===== src/rtl/tomasulo_pkg.sv =====
// Shared definitions for the Tomasulo instruction-side blocks: opcodes,
// instruction field positions and the fetch state encoding.
package tomasulo_pkg;

    localparam int INSTR_W = 32;

    localparam logic [4:0] OP_LOAD = 5'b00000;
    localparam logic [4:0] OP_ADD  = 5'b00010;
    localparam logic [4:0] OP_BEQ  = 5'b00100;

    // Instruction word field positions (bit indices, inclusive)
    localparam int OPC_HI = 29;
    localparam int OPC_LO = 25;
    localparam int RD_HI  = 24;
    localparam int RD_LO  = 22;
    localparam int RS1_HI = 21;
    localparam int RS1_LO = 19;
    localparam int RS2_HI = 18;
    localparam int RS2_LO = 16;
    localparam int IMM_HI = 15;
    localparam int IMM_LO = 0;

    typedef enum logic [1:0] {
        ST_IDLE  = 2'd0,
        ST_FETCH = 2'd1,
        ST_DRAIN = 2'd2,
        ST_DONE  = 2'd3
    } fetch_state_t;

endpackage


===== src/rtl/iq_fifo.sv =====
// Synchronous FIFO holding fetched {pc, instruction} entries. Head is read
// combinationally; flush empties the queue in one cycle.
module iq_fifo #(
    parameter int WIDTH = 48,
    parameter int DEPTH = 4
) (
    input  logic                     clk,
    input  logic                     reset,
    input  logic                     push,
    input  logic                     pop,
    input  logic                     flush,
    input  logic [WIDTH-1:0]         wdata,
    output logic [WIDTH-1:0]         rdata,
    output logic                     full,
    output logic                     empty,
    output logic [$clog2(DEPTH):0]   count
);

    localparam int PTR_W = $clog2(DEPTH);
    localparam int CNT_W = PTR_W + 1;

    logic [WIDTH-1:0] mem_r [DEPTH];
    logic [PTR_W-1:0] wr_ptr_r;
    logic [PTR_W-1:0] rd_ptr_r;
    logic [CNT_W-1:0] count_r;

    // Pointer and occupancy tracking; flush returns the queue to empty
    always_ff @(posedge clk) begin
        if (reset || flush) begin
            wr_ptr_r <= {PTR_W{1'b0}};
            rd_ptr_r <= {PTR_W{1'b0}};
            count_r  <= {CNT_W{1'b0}};
        end else begin
            if (push) begin
                wr_ptr_r <= wr_ptr_r + PTR_W'(1);
            end
            if (pop) begin
                rd_ptr_r <= rd_ptr_r + PTR_W'(1);
            end
            case ({push, pop})
                2'b10:   count_r <= count_r + CNT_W'(1);
                2'b01:   count_r <= count_r - CNT_W'(1);
                default: count_r <= count_r;
            endcase
        end
    end

    // Entry storage; contents need no reset because occupancy gates validity
    always_ff @(posedge clk) begin
        if (push) begin
            mem_r[wr_ptr_r] <= wdata;
        end
    end

    assign rdata = mem_r[rd_ptr_r];
    assign full  = (count_r == CNT_W'(DEPTH));
    assign empty = (count_r == CNT_W'(0));
    assign count = count_r;

endmodule


===== src/rtl/instr_fetch_queue.sv =====
// Instruction fetch queue: program memory written by the loader, in-order
// fetch into a small FIFO, field decode at the FIFO head and valid/ready
// issue. Taken branches flush the queue and restart fetch at a new PC.
module instr_fetch_queue
    import tomasulo_pkg::*;
#(
    parameter int IMEM_DEPTH = 64,
    parameter int QDEPTH     = 4,
    parameter int PC_W       = 16
) (
    input  logic            clk,
    input  logic            reset,
    input  logic            load_we,
    input  logic [PC_W-1:0] load_addr,
    input  logic [31:0]     load_data,
    input  logic            start,
    input  logic [PC_W-1:0] prog_len,
    output logic            iss_valid,
    input  logic            iss_ready,
    output logic [PC_W-1:0] iss_pc,
    output logic [4:0]      iss_opcode,
    output logic [2:0]      iss_rd,
    output logic [2:0]      iss_rs1,
    output logic [2:0]      iss_rs2,
    output logic [15:0]     iss_imm,
    input  logic            redirect_valid,
    input  logic [PC_W-1:0] redirect_pc,
    output logic            busy,
    output logic            done
);

    localparam int AW     = $clog2(IMEM_DEPTH);
    localparam int CNT_W  = $clog2(QDEPTH) + 1;
    localparam int ENT_W  = PC_W + INSTR_W;
    localparam logic [PC_W-1:0] DEPTH_PC = PC_W'(IMEM_DEPTH);

    logic [INSTR_W-1:0] imem_r [IMEM_DEPTH];

    fetch_state_t    state_r;
    logic [PC_W-1:0] pc_r;
    logic [PC_W-1:0] len_r;
    logic            busy_r;
    logic            done_r;

    logic               redirect_act_s;
    logic               start_act_s;
    logic               push_s;
    logic               pop_s;
    logic               flush_s;
    logic               full_s;
    logic               empty_s;
    logic [CNT_W-1:0]   count_s;
    logic [ENT_W-1:0]   push_data_s;
    logic [ENT_W-1:0]   head_data_s;
    logic [INSTR_W-1:0] head_instr_s;
    logic [PC_W-1:0]    len_clamp_s;
    logic               load_addr_unused_s;

    // Upper load address bits are discarded: the program image wraps modulo depth
    assign load_addr_unused_s = ^load_addr[PC_W-1:AW];

    // Control decode: redirect outranks start, push and pop
    always_comb begin
        redirect_act_s = redirect_valid && (state_r != ST_IDLE);
        start_act_s    = start && ((state_r == ST_IDLE) || (state_r == ST_DONE))
                         && !redirect_act_s;
        flush_s        = redirect_act_s;
        pop_s          = !empty_s && iss_ready && !redirect_act_s;
        push_s         = (state_r == ST_FETCH) && (pc_r < len_r)
                         && (!full_s || pop_s) && !redirect_act_s;
        push_data_s    = {pc_r, imem_r[pc_r[AW-1:0]]};
        if (prog_len > DEPTH_PC) begin
            len_clamp_s = DEPTH_PC;
        end else begin
            len_clamp_s = prog_len;
        end
    end

    // Program image write port, open only while fetch is not running
    always_ff @(posedge clk) begin
        if (load_we && ((state_r == ST_IDLE) || (state_r == ST_DONE))) begin
            imem_r[load_addr[AW-1:0]] <= load_data;
        end
    end

    // Fetch state machine with PC/length registers and registered status flags
    always_ff @(posedge clk) begin
        if (reset) begin
            state_r <= ST_IDLE;
            pc_r    <= {PC_W{1'b0}};
            len_r   <= {PC_W{1'b0}};
            busy_r  <= 1'b0;
            done_r  <= 1'b0;
        end else if (redirect_act_s) begin
            pc_r   <= redirect_pc;
            busy_r <= 1'b1;
            done_r <= 1'b0;
            if (redirect_pc < len_r) begin
                state_r <= ST_FETCH;
            end else begin
                state_r <= ST_DRAIN;
            end
        end else begin
            case (state_r)
                ST_IDLE, ST_DONE: begin
                    if (start_act_s) begin
                        pc_r  <= {PC_W{1'b0}};
                        len_r <= len_clamp_s;
                        if (len_clamp_s == {PC_W{1'b0}}) begin
                            state_r <= ST_DONE;
                            busy_r  <= 1'b0;
                            done_r  <= 1'b1;
                        end else begin
                            state_r <= ST_FETCH;
                            busy_r  <= 1'b1;
                            done_r  <= 1'b0;
                        end
                    end else begin
                        state_r <= state_r;
                    end
                end
                ST_FETCH: begin
                    if (pc_r >= len_r) begin
                        state_r <= ST_DRAIN;
                    end else if (push_s) begin
                        pc_r <= pc_r + PC_W'(1);
                    end else begin
                        pc_r <= pc_r;
                    end
                end
                ST_DRAIN: begin
                    if (count_s == CNT_W'(0)) begin
                        state_r <= ST_DONE;
                        busy_r  <= 1'b0;
                        done_r  <= 1'b1;
                    end else begin
                        state_r <= ST_DRAIN;
                    end
                end
                default: begin
                    state_r <= ST_IDLE;
                    busy_r  <= 1'b0;
                    done_r  <= 1'b0;
                end
            endcase
        end
    end

    iq_fifo #(
        .WIDTH (ENT_W),
        .DEPTH (QDEPTH)
    ) u_fifo (
        .clk   (clk),
        .reset (reset),
        .push  (push_s),
        .pop   (pop_s),
        .flush (flush_s),
        .wdata (push_data_s),
        .rdata (head_data_s),
        .full  (full_s),
        .empty (empty_s),
        .count (count_s)
    );

    // Head decode; fields read as zero whenever the queue is empty
    always_comb begin
        head_instr_s = head_data_s[INSTR_W-1:0];
        if (empty_s) begin
            iss_pc     = {PC_W{1'b0}};
            iss_opcode = 5'd0;
            iss_rd     = 3'd0;
            iss_rs1    = 3'd0;
            iss_rs2    = 3'd0;
            iss_imm    = 16'd0;
        end else begin
            iss_pc     = head_data_s[ENT_W-1:INSTR_W];
            iss_opcode = head_instr_s[OPC_HI:OPC_LO];
            iss_rd     = head_instr_s[RD_HI:RD_LO];
            iss_rs1    = head_instr_s[RS1_HI:RS1_LO];
            iss_rs2    = head_instr_s[RS2_HI:RS2_LO];
            iss_imm    = head_instr_s[IMM_HI:IMM_LO];
        end
    end

    assign iss_valid = !empty_s;
    assign busy      = busy_r;
    assign done      = done_r;

endmodule


===== config.mk =====
export PLATFORM = sky130hd
export DESIGN_NAME = instr_fetch_queue
export DESIGN_NICKNAME = d
export VERILOG_FILES = /design/src/rtl/tomasulo_pkg.sv /design/src/rtl/iq_fifo.sv /design/src/rtl/instr_fetch_queue.sv
export SDC_FILE = /design/constraint.sdc
export NUM_CORES = 2
export LEC_CHECK = 0
export CAP_MARGIN = 20
export CORE_ASPECT_RATIO = 0.8
export CORE_MARGIN = 4
export CORE_UTILIZATION = 44
export DETAILED_ROUTE_END_ITERATION = 6
export PLACE_DENSITY = 0.56
export SYNTH_ARGS = -nofsm -noshare
export SYNTH_HDL_FRONTEND = slang
export SYNTH_SLANG_ARGS = --single-unit

===== constraint.sdc =====
create_clock -name clk -period 4.8 [get_ports clk]
set_input_delay 1.44 -clock clk [delete_from_list [all_inputs] [get_ports clk]]
set_output_delay 1.44 -clock clk [all_outputs]
set_load 0.005 [all_outputs]

### Yosys cells after proc, flatten, opt, wreduce, memory -nomap -nowiden

Memory sizes are Yosys's and may differ from the RTL's. A register that Yosys moved wholly into a read port is not among the register bits.
Cells that the tools add are included.

* bits in registers: 43
* bits in writable memories: 2240
* input bits: 86
* output and inout bits: 49
* logic and storage cells: 100
* memories kept: 2

* add/sub/neg operators: 5
* order comparisons: 4
* equality and inequality tests: 13
* muxes and demuxes: 37
* bitwise logic cells: 1
* reduce and logical (&&, ||, !) cells: 30

Memory list
* imem_r: words 64, bits a word 32, read ports 1, clocked after Yosys merged registers in 1, write ports 1, RTL line instr_fetch_queue.sv:37 `logic [INSTR_W-1:0] imem_r [IMEM_DEPTH];`
* u_fifo.mem_r: words 4, bits a word 48, read ports 1, clocked after Yosys merged registers in 1, write ports 1, RTL line iq_fifo.sv:22 `logic [WIDTH-1:0] mem_r [DEPTH];`

Operator list (number)
* 16-bit 2-to-1 mux: 7
* 16-bit less-than comparator: 2
* 16-bit one-hot mux with 2 select lines: 1
* 16-bit by 1-bit adder with 16-bit output, second input constant: 1
* 16-bit >= comparator: 1
* 16-bit by 7-bit greater-than comparator with 1-bit output, second input constant: 1
* 16-bit logical NOT: 1
* 2-bit 2-to-1 mux: 7
* 1-bit 2-to-1 mux: 12
* 6-bit 2-to-1 mux: 2
* 1-bit logical AND: 9
* 3-bit 2-to-1 mux: 3
* 3-bit by 2-bit inequality test with 1-bit output, second input constant: 3
* 3-bit AND reduction: 3
* 2-bit == test, second input constant: 3
* 3-bit by 1-bit inequality test with 1-bit output, second input constant: 2
* 2-bit one-hot mux with 3 select lines: 1
* 3-bit one-hot mux with 2 select lines: 1
* 2-bit nonzero test: 3
* 3-bit nonzero test: 2
* 5-bit 2-to-1 mux: 1
* 2-bit by 1-bit adder with 2-bit output, second input constant: 2
* 2-bit by 1-bit == test with 1-bit output, second input constant: 2
* 2-bit inequality test, second input constant: 2
* 12 further kinds: 18

### Longest topological paths before layout

* depth in word-level cells: 13
* depth in mapped cells: 15
* depth with buffers taken out: 14

### By module

A second synthesis with hierarchy kept.

* cells, all modules: 3908
* area total of the unflattened synthesis: 88414.8 µm²

By module, submodules not included
* instr_fetch_queue: times used 1, cells each 3610, area an instance 81056.5 µm², seq. area each 62339.8 µm²
* iq_fifo: times used 1, cells each 298, area an instance 7358.3 µm², seq. area each 5945.7 µm²

### Worst setup path after synthesis

No wires, ideal clock.

* path kind: input-to-reg
* start point: input redirect_valid
* end point: memory u_fifo.mem_r[0][0] (enable)
* setup time: 408 ps
* data arrival time: 4107 ps
* required time: 4392 ps
* setup slack: 285 ps
* stages: 7
* buffers on the path: 1
* path through: nand2b_1 -> buf_4 -> a2111oi_0 -> or4b_4 -> or3b_2 -> nor2_1 -> and2_1

* longest elaborated chain between the ends: 8

Ends and longest elaborated chain
* start, declared: RTL line instr_fetch_queue.sv:26 `input logic redirect_valid,`
* 1-bit logical AND (*): RTL line instr_fetch_queue.sv:64 `redirect_act_s = redirect_valid && (state_r != ST_IDLE);`
* 1-bit logical NOT (*): RTL line instr_fetch_queue.sv:68, instr_fetch_queue.sv:70
* 1-bit logical AND: RTL line instr_fetch_queue.sv:68 `pop_s = !empty_s && iss_ready && !redirect_act_s;`
* 1-bit logical OR: RTL line instr_fetch_queue.sv:70 `&& (!full_s || pop_s) && !redirect_act_s;`
* 1-bit logical AND: RTL line instr_fetch_queue.sv:70
* 1-bit logical AND (*): RTL line instr_fetch_queue.sv:70
* 1-bit 2-to-1 mux (*): RTL line iq_fifo.sv:50 `if (push) begin`
* 1-bit 2-to-1 mux (not written as such) (*): RTL line iq_fifo.sv:51 `mem_r[wr_ptr_r] <= wdata;`
* end, declared: RTL line iq_fifo.sv:22

Mark *: on every way between the ends. The rest lies on a longest branch, timed or not.

### Worst setup path in the final report

* start point: register u_fifo.count_r[1] (netlist: u_fifo.count[1])
* end point: output iss_imm[12]

* longest elaborated chain between the ends: 2

Ends and longest elaborated chain
* start, declared: RTL line iq_fifo.sv:25 `logic [CNT_W-1:0] count_r;`
* start signal, assigned: RTL line iq_fifo.sv:32 `count_r <= {CNT_W{1'b0}};`
* start signal, assigned: RTL line iq_fifo.sv:41 `2'b10: count_r <= count_r + CNT_W'(1);`
* start signal, assigned: RTL line iq_fifo.sv:42 `2'b01: count_r <= count_r - CNT_W'(1);`
* 3-bit logical NOT: RTL line iq_fifo.sv:57 `assign empty = (count_r == CNT_W'(0));`
* 16-bit 2-to-1 mux: RTL line instr_fetch_queue.sv:168 `if (empty_s) begin`
* end, declared: RTL line instr_fetch_queue.sv:25 `output logic [15:0] iss_imm,`

Every way passes these cells.

==> impl_metrics.toml <==
[synth]
ys.flop_type = "edfxtp_1"
yosys.cell_types.count = 62
syn_nets = 3672
syn_area_mm2 = 0.0830
synth-xor-area-share_pct = 0.127
synthMuxAreaShare_pct = 17.4
synth-async-reset-ratio_pct = 0
syn_inst = 3545
synthAdderAreaFrac_pct = 0.627
synth_edf_count = 2104
synth_compound_area_share_pct = 1.56
synth_area_per_cell_um2 = 23.4
yosys_warnings = 0
ys_seq_area_share_pct = 77.4
synth_top_family_by_area = "multiplexers"
ys_ff_latch = 2155
yosys.area_share.simple_pct = 1.72

[place]
detailedPlacementHpwl_um = 120000
port_buffers = 122
gp_congestion = 0.806

[cts]
cts-root-buf = "clkbuf_16"
postCtsHoldBufs = 0
cts_sinks = 2155
cts_buffers = 206
htree_levels = 4
cts_tree = "yes"
cts_resized = 0
clock_latency_ns = 0.84
max-clock-path-buffers = 3
cts_setup_buffers = 0
clk_pin_slew_ns = 0.06

[sta]
fin_setup_tns_ns = 0
setup_viol = 0
period_share_pct = 92.1
timing.fmax_mhz = 226
period_needed_ns = 4.42
fin_worst_skew_ns = 0.0463
final_hold_viol_count = 0
slew_headroom_pct = 26.8
rsz0062_at_grt = "false"
tightestPinTransition_ns = 1.10
worst_hold_slack_ns = 0.491
slew_viol_final = 0

[pwr]
ir_drop_uv = 309
p_leak_nw = 28.7
power.density_mw_per_mm2 = 474

[global_routing]
grt_use_total_pct = 21.3
grt_pass1_vias = 38900
grt.overflow.total = 0
grt_pass1_wl_um = 296000
grt_antenna_before_repair = 14
grt_max_degree = 73

[route]
finalWirelength_um = 207000
drc = 0
dr.pass1.iters = 7
routed_via_density = 5.89
drt-initial-drc-count = 4389
vias = 38900
antenna_left = 0
wl_per_cell_um = 31.5

[run_status]
outcome = "finished clean"

[die]
start_util_pct = 44.3
die_w_um = 494
rows = 142
die_h_um = 396
ioPinCount = 135
die_area_mm2 = 0.196
core_area_mm2 = 0.187

[critical_path]
startpoint = "u_fifo.count[1]"
worst_setup_path_end_kind = "output pin"
critPathArrivalTime_ns = 2.98
worst-setup-path-type = "reg -> out"
worst_setup_path_start_kind = "flip-flop"
cp_max_fo = 50
worstPathRequired_ns = 3.36

[worst_hold_path]
min_from = "len_r[7]"
min_path_type = "reg -> reg"

[finish]
fillers = 14700
syn2layout_area_growth_pct = 15.0
nNetsFinal = 4021
drive_gt1_share_pct = 30.0
multi_input_area_mm2 = 0.0183
seq_area_mm2 = 0.0642

[job]
cap_violations = 0
## metal layers
layer | share of wire [%] | up-vias | GRT usage [%]
li1 | - | 15900 | -
met5 | 0.022 | - | 0
met2 | 45 | 1392 | 31.2
met1 | 45 | 21300 | 33.1
met4 | 2.1 | 6 | 4.71
met3 | 7.6 | 273 | 4.43
## synthesized netlist by cell type (all sizes together) (15+ instances only)
cell    count  area share (%)
nor2b      15            0.11
a21oi      25            0.15
nand2      25            0.11
mux4      637              17
nand3      15           0.090
dfxtp      51             1.2
clkbuf    106            0.48
inv        38            0.17
a211oi     15            0.14
o22ai      42            0.32
o21ai      19            0.11
edfxtp   2104              76
ha         40            0.60
and2       53            0.40
nor2      122            0.55
buf        73            0.52
## critical path, cell delays in order, from the launching register on
cell             delay (ns)
dfxtp_1                0.32
inv_1                  0.13
nand3_2                0.70
and2_1                 0.50
clkdlybuf4s50_1        0.48
## through the flow
stage | util (%) | cells | worst slack [ns] | power, W | area (µm²)
finish | 50.9 | 6593 | 0.381 | 0.0452 | 95500
global route | 50.9 | 6586 | 0.166 | 0.0470 | 95400
CTS | 50.8 | 6578 | 0.263 | 0.0457 | 95300
detailed placement | 47.5 | 6199 | 0.183 | 0.0304 | 89000
global placement | 47.5 | 6199 | 0.198 | 0.0303 | 89000
floorplan | - | 3545 | 0.285 | 0.0271 | 83000
## kinds of logic after synthesis
| family | after synthesis |
|---|---|
| fa+ha+maj | 41 |
| buf+inv | 222 |
| mux | 647 |
| compound gates | 181 |
| flops | 2155 |
| simple gates | 287 |
| xor+xnor | 12 |
## cell type report
| class | count | area share [%] |
|---|---|---|
| Timing Repair Buffer | 320 | 3.52 |
| Antenna cell | 8 | 0.0210 |
| Multi-Input combinational cell | 1168 | 19.1 |
| Clock inverter | 107 | 0.790 |
| Clock buffer | 272 | 5.77 |
| Tap cell | 2520 | 3.30 |
| Sequential cell | 2155 | 67.3 |
| Inverter | 43 | 0.169 |
## registers in the layout (all words and copies together), names as in the netlist, named ones only
register,count
u_fifo.count,3
state_r,2
pc_r,16
u_fifo.rd_ptr_r,2
busy,1
imem_r,1920
done,1
u_fifo.wr_ptr_r,2
len_r,16
u_fifo.mem_r,184
## cells in the final DEF, fill, tap and decap left out, types with 8 or more instances in the layout
master           count
o221ai_1             9
a221o_1              9
a21oi_1             25
nor2_1              57
and2_1              48
clkbuf_16          211
inv_1               38
buf_4              135
diode_2              8
clkdlybuf4s50_1     92
buf_2               30
a21o_1              11
nor2b_1             15
clkinv_2            32
o21ai_1              9
a22oi_1             13
nor3_1              14
clkinv_1            55
mux2i_1             10
a211oi_1            15
o22ai_1             42
buf_12              61
nand2_1             25
nand3_1             14
o21ai_0             10
mux4_2             637
ha_1                40
nand4_1             11
clkbuf_1            61
nor2_4              64
dfxtp_1             44
edfxtp_1          2104
## final timing paths
check | to | slack [ns] | depth (start not counted)
max | iss_imm[12] | 0.38 | 4
min | len_r[7] | 0.49 | 2
max reg2reg | u_fifo.mem_r[0][4] | 1.07 | 6
min reg2reg | len_r[7] | 0.49 | 2
## where the power goes
group	leakage [nW]	internal (W)	switching [W]
Clock	3.04	0.00838	0.00690
Combinational	6.31	0.00372	0.00470
Sequential	19.3	0.0212	0.000293
Total	28.7	0.0333	0.0119
No activity file was read; power rests on OpenSTA's default activity.
